## src/rtl/noc_merge2_if.sv

```systemverilog
`default_nettype none
// ============================================================================
//  Module      : noc_merge2_if
//  Description : Handshake bundle for the two-input NoC merge stage. Carries
//                both upstream flit channels and the merged output channel.
//                The slave modport is the merge block's view and the master
//                modport is the view of the surrounding fabric.
//  Revision    : 1.0 - initial release
// ============================================================================
interface noc_merge2_if #(
    parameter int W = 9
);
    logic [W-1:0] in0_data;
    logic         in0_valid;
    logic         in0_ready;
    logic [W-1:0] in1_data;
    logic         in1_valid;
    logic         in1_ready;
    logic [W-1:0] out_data;
    logic         out_src;
    logic         out_valid;
    logic         out_ready;

    modport slave (
        input  in0_data, in0_valid, in1_data, in1_valid, out_ready,
        output in0_ready, in1_ready, out_data, out_src, out_valid
    );

    modport master (
        output in0_data, in0_valid, in1_data, in1_valid, out_ready,
        input  in0_ready, in1_ready, out_data, out_src, out_valid
    );
endinterface
`default_nettype wire

```

## src/rtl/noc_merge2.sv

```systemverilog
`default_nettype none
// ============================================================================
//  Module      : noc_merge2
//  Description : Two-input round-robin merge stage with an output FIFO.
//                Each stored flit carries a source tag (0 = in0, 1 = in1).
//                Optional per-input accept counters are compiled in when the
//                macro NOC_MERGE2_STATS_EN is defined.
//  Revision    : 1.0 - initial release
// ============================================================================
module noc_merge2 #(
    parameter int W     = 9,
    parameter int DEPTH = 2
) (
    input  wire logic   CLK,
    input  wire logic   RESET,
    noc_merge2_if.slave bus
`ifdef NOC_MERGE2_STATS_EN
    ,
    input  wire logic   stat_clr,
    output logic [15:0] stat0,
    output logic [15:0] stat1
`endif
);

    localparam int              c_AW        = $clog2(DEPTH);
    localparam int              c_CW        = $clog2(DEPTH + 1);
    localparam logic [c_CW-1:0] c_DEPTH_CNT = c_CW'(DEPTH);

    logic [W:0]      r_mem [DEPTH];
    logic [c_AW-1:0] r_wr_ptr;
    logic [c_AW-1:0] r_rd_ptr;
    logic [c_CW-1:0] r_count;
    logic            r_rr_last;

    logic            w_space;
    logic            w_grant0;
    logic            w_grant1;
    logic            w_push;
    logic            w_pop;
    logic [W:0]      w_wentry;

    // Space is offered whenever a slot is free or the head is leaving this
    // cycle; readies are held low throughout reset.
    always_comb begin
        w_space  = !RESET && ((r_count < c_DEPTH_CNT) || bus.out_ready);
        w_grant0 = w_space && bus.in0_valid && (!bus.in1_valid || r_rr_last);
        w_grant1 = w_space && bus.in1_valid && (!bus.in0_valid || !r_rr_last);
        w_push   = w_grant0 || w_grant1;
        w_pop    = (r_count != '0) && bus.out_ready;
        w_wentry = w_grant1 ? {1'b1, bus.in1_data} : {1'b0, bus.in0_data};
    end

    assign bus.in0_ready = w_grant0;
    assign bus.in1_ready = w_grant1;
    assign bus.out_valid = (r_count != '0);
    assign bus.out_data  = r_mem[r_rd_ptr][W-1:0];
    assign bus.out_src   = r_mem[r_rd_ptr][W];

    // FIFO storage: granted flit and its source tag land at the write pointer.
    always_ff @(posedge CLK) begin
        if (RESET) begin
            for (int i = 0; i < DEPTH; i++) begin
                r_mem[i] <= '0;
            end
        end else if (w_push) begin
            r_mem[r_wr_ptr] <= w_wentry;
        end
    end

    // Pointers wrap naturally since DEPTH is a power of two.
    always_ff @(posedge CLK) begin
        if (RESET) begin
            r_wr_ptr <= '0;
            r_rd_ptr <= '0;
        end else begin
            if (w_push) r_wr_ptr <= r_wr_ptr + 1'b1;
            if (w_pop)  r_rd_ptr <= r_rd_ptr + 1'b1;
        end
    end

    // Occupancy: simultaneous push and pop leave the count unchanged.
    always_ff @(posedge CLK) begin
        if (RESET) begin
            r_count <= '0;
        end else begin
            case ({w_push, w_pop})
                2'b10:   r_count <= r_count + 1'b1;
                2'b01:   r_count <= r_count - 1'b1;
                default: r_count <= r_count;
            endcase
        end
    end

    // Round-robin history: resets to 1 so in0 wins the first contention.
    always_ff @(posedge CLK) begin
        if (RESET) begin
            r_rr_last <= 1'b1;
        end else if (w_push) begin
            r_rr_last <= w_grant1;
        end
    end

`ifdef NOC_MERGE2_STATS_EN
    logic [15:0] r_stat0;
    logic [15:0] r_stat1;

    // Per-input accept counters; a clear takes priority over a same-cycle accept.
    always_ff @(posedge CLK) begin
        if (RESET || stat_clr) begin
            r_stat0 <= '0;
            r_stat1 <= '0;
        end else begin
            if (w_grant0) r_stat0 <= r_stat0 + 16'd1;
            if (w_grant1) r_stat1 <= r_stat1 + 16'd1;
        end
    end

    assign stat0 = r_stat0;
    assign stat1 = r_stat1;
`else
    // Statistics counters are not built in this configuration.
`endif

endmodule
`default_nettype wire

```

## src/flat_wrapper.sv

```systemverilog
// flat-port wrapper written by rule: the top's interface ports become plain ports
module noc_merge2_flat 
#(
    parameter int W     = 9,
    parameter int DEPTH = 2
)
  (CLK, RESET, bus_in0_data, bus_in0_valid, bus_in1_data, bus_in1_valid, bus_out_ready, bus_in0_ready, bus_in1_ready, bus_out_data, bus_out_src, bus_out_valid);
  noc_merge2_if #(.W(W)) bus_i ();
  input  wire logic CLK;
  input  wire logic RESET;
  input wire logic [$bits(bus_i.in0_data)-1:0] bus_in0_data;
  input wire logic [$bits(bus_i.in0_valid)-1:0] bus_in0_valid;
  input wire logic [$bits(bus_i.in1_data)-1:0] bus_in1_data;
  input wire logic [$bits(bus_i.in1_valid)-1:0] bus_in1_valid;
  input wire logic [$bits(bus_i.out_ready)-1:0] bus_out_ready;
  output wire logic [$bits(bus_i.in0_ready)-1:0] bus_in0_ready;
  output wire logic [$bits(bus_i.in1_ready)-1:0] bus_in1_ready;
  output wire logic [$bits(bus_i.out_data)-1:0] bus_out_data;
  output wire logic [$bits(bus_i.out_src)-1:0] bus_out_src;
  output wire logic [$bits(bus_i.out_valid)-1:0] bus_out_valid;
  assign bus_i.in0_data = bus_in0_data;
  assign bus_i.in0_valid = bus_in0_valid;
  assign bus_i.in1_data = bus_in1_data;
  assign bus_i.in1_valid = bus_in1_valid;
  assign bus_i.out_ready = bus_out_ready;
  assign bus_in0_ready = bus_i.in0_ready;
  assign bus_in1_ready = bus_i.in1_ready;
  assign bus_out_data = bus_i.out_data;
  assign bus_out_src = bus_i.out_src;
  assign bus_out_valid = bus_i.out_valid;
  noc_merge2 #(.W(W), .DEPTH(DEPTH)) u_core (.CLK(CLK), .RESET(RESET), .bus(bus_i));
endmodule
```

## config.mk

```make
export PLATFORM = sky130hd
export DESIGN_NAME = noc_merge2_flat
export DESIGN_NICKNAME = d
export VERILOG_FILES = /design/src/rtl/noc_merge2_if.sv /design/src/rtl/noc_merge2.sv /design/src/flat_wrapper.sv
export SDC_FILE = /design/constraint.sdc
export NUM_CORES = 1
export LEC_CHECK = 0
export ABC_AREA = 1
export BUFFER_PORTS_ARGS = -buffer_cell sky130_fd_sc_hd__buf_2
export CORE_ASPECT_RATIO = 0.9
export CORE_UTILIZATION = 40
export DETAILED_ROUTE_END_ITERATION = 8
export PLACE_DENSITY = 0.66
export SETUP_SLACK_MARGIN = 0.02
export SLEW_MARGIN = 25
export SYNTH_ARGS = -nofsm -noshare
export SYNTH_HDL_FRONTEND = slang
export SYNTH_SLANG_ARGS = --single-unit
```

## constraint.sdc

```tcl
create_clock -name CLK -period 4.45 [get_ports CLK]
set_input_delay 0.2225 -clock CLK [delete_from_list [all_inputs] [get_ports CLK]]
set_output_delay 0.2225 -clock CLK [all_outputs]
set_load 0.005 [all_outputs]
```

==> results_dict.tcl <==
set metrics [dict create \
    final_area_um2 1526 \
    wl_met1_um 986 \
    p_comb_share_pct 24.0 \
    synth_mux_area_share_pct 8.662 \
    grt_pass1_vias 851 \
    grt_max_degree 21 \
    powerDensity_nw_per_um2 348.8 \
    drive_gt1_share_pct 43.13 \
    first_pass_iters 4 \
    yosysTopAreaCell "edfxtp_1" \
    die_area_um2 3482 \
    rsz0062_at_grt "false" \
    overflow 0 \
    slew_violations 0 \
    wirelength_um 2174 \
    dp.cells 198 \
    numCtsBuffers 3 \
    vias 902 \
    clk_latency_ns 0.31 \
    hold_class "primary input to register" \
    place_ws_ns 2.798 \
    yosysSeqAreaShare_pct 55.44 \
    final_antenna_net_count 0 \
    cp_max_fo 10 \
    grt_pass1_wl_um 3477 \
    critPathCaptureType "primary output" \
    start_kind "register" \
    ys.flop_type "edfxtp_1" \
    r2r_setup_slack_ns 2.85 \
    setup_violations 0 \
    routedWlPerCell_um 10.76 \
    cts-resized-gates 0 \
    whs_path_depth 3 \
    outcome "completed" \
    ys_ff_latch 26 \
    final_cell_mix "35 x buf_2, 24 x nor2_1, 20 x edfxtp_1, 15 x inv_1, 14 x nand2_1" \
    netlist_instances 124 \
    start_util_pct 42.39 \
    p_sw_share_pct 27.90 \
    gp_congestion 0.7154 \
    maxCapViolCount 0 \
    tightest_slew_ns 0.5353 \
    synth_top_family_by_area "simple AND/OR/NAND/NOR gates" \
    leakage_nw 0.7002 \
    p_switching_mw 0.1486 \
    r2r-end "u_core.r_mem[0][3]$_SDFFCE_PN0P_" \
    path_cells "mux2_2, buf_2" \
    synthArstFlopShare_pct 0 \
    cts_htree_levels 1 \
    rows 19 \
    synth_edf_count 20 \
    slew_headroom_pct 64.23 \
    min_from "RESET" \
    root_buffer "clkbuf_4" \
    grt.total_usage_pct 13.64 \
    placed_area_um2 1500 \
    max-clock-path-buffers 2 \
    arrival_ns 1.48 \
    synth_compound_area_share_pct 10.97 \
    fin_hold_ws_ns 0.1810 \
    initialDrtViolationCount 21 \
    synth-simple-area-share_pct 15.98 \
    hold_path_end "u_core.r_rr_last$_SDFFE_PP1N_" \
    fin_cells 202 \
    top_layer "met4" \
    cts_tree "done" \
    fp.dieH_um 56.09 \
    area_growth_pct 17.42 \
    yosysUniqueCellTypes 21 \
    ff2ff_path_depth 6 \
    criticalPathCategory "register to primary output" \
    final_util_pct 49.78 \
    place_hpwl_um 1555 \
    fin_nets 185 \
    synth_area_per_cell_um2 10.48 \
    cp_slowest_cell "dfxtp_1" \
    n_antenna_cell 0 \
    skew_ns 0.004475 \
    routed-wl-met3_um 147 \
    cts_sinks 26 \
    via_per_inst 4.465 \
    setup_tns_ns 0 \
    core_um2 3067 \
    pwr-share-seq_pct 57.8 \
    path_buf_inv 1 \
    clkTransAtPathRegs_ns 0.13 \
    internal_power_mw 0.3838 \
    fin_ws_ns 2.744 \
    cp_top_family "flip-flops" \
    drc 0 \
    pwr-share-clk_pct 18.3 \
    fin_crit_sh_pct 38.33 \
    required_ns 4.23 \
    synth_top_area_share_pct 46.20 \
    synthAdderAreaFrac_pct 0.9625 \
    yosys_warnings 0 \
    max_freq_ghz 0.5862 \
    io_pins 36 \
    layout_commonest_cell "buf_2" \
    post_cts_buffers 0 \
    peakVddDrop_v 0.0002150 \
    synthXorXnorAreaFrac_pct 0.6737 \
    synth_area_um2 1300 \
    period_minus_slack_ns 1.706 \
    antenna_found_initial 0 \
    dieWidth_um 62.09 \
    critical_path.max_stage_delay_ns 0.64 \
    hold_viol 0 \
    cts_hold_buf 0 \
    dr_wl_met2_um 1029 \
    syn_nets 148 \
    r2r-start "u_core.r_rr_last$_SDFFE_PP1N_" \
    numPortBuffers 35 \
    total_power_mw 0.5324 \
    synth_area_leaders "edfxtp_1 46%, dfxtp_1 9.2%, mux2_2 8.7%" \
]
## cell usage after synthesis, types with 2 or more instances
cell       n
nor2_1    24
edfxtp_1  20
inv_1     15
nand2_1   14
mux2_2    10
o21ai_2    8
dfxtp_1    6
nand2_2    5
a21oi_1    4
inv_2      3
o21ai_0    3
buf_6      2
nand2_4    2
## cell families after synthesis
family                     count (synthesis)
AOI/OAI and AO/OA                         19
xor gates and xnor gates                   1
adders and majority gates                  1
buffers and inverters                     21
DFF                                       26
muxes                                     10
and+or+nand+nor                           46
## power by group through the flow
stage	clock [mW]	combinational [mW]	sequential, mW
floorplan	0	0.0933	0.304
global placement	0	0.126	0.313
detailed placement	0	0.129	0.314
CTS	0.102	0.129	0.308
global route	0.109	0.143	0.311
finish	0.0972	0.128	0.307
## worst max path at each step
stage / depth (start not counted) / endpoint / start
global placement: 6 / u_core.r_mem[0][1]$_SDFFCE_PN0P_ / RESET
finish: 2 / bus_out_data[3] / register
global route: 4 / bus_in1_ready / u_core.r_count[1]$_SDFFE_PP0P_
CTS: 2 / bus_out_data[3] / register
detailed placement: 6 / u_core.r_mem[0][1]$_SDFFCE_PN0P_ / RESET
floorplan: 10 / u_core.r_count[1]$_SDFFE_PP0P_ / u_core.r_rr_last$_SDFFE_PP1N_
## registers in the layout, summed over array words and instances, names as in the netlist, named ones only
register / cells
u_core.r_mem: 20
u_core.r_count: 2
u_core.r_rd_ptr: 1
u_core.r_rr_last: 1
u_core.r_wr_ptr: 1
## area by class of cell
cell class	instances	area, µm²
tap	42	52.55
sequential	26	720.7
multi-input combinational	77	484.2
timing repair buffer	35	175.2
clock buffer	3	22.52
clock inverter	1	3.754
fill	284	1540
inverter	18	67.56
## metal layers
metal	vias to the layer above	global-route usage [%]
li1	479	-
met1	392	16.69
met2	29	23.10
met3	2	2.791
met4	0	4.762
met5	-	0
## tightest hold or removal path, delay by kind of cell
family	cells	cell delay, ns
buffers and inverters	2	0.14
AO/OA/AOI/OAI	1	0.09
(Power assumes the default switching activity.)
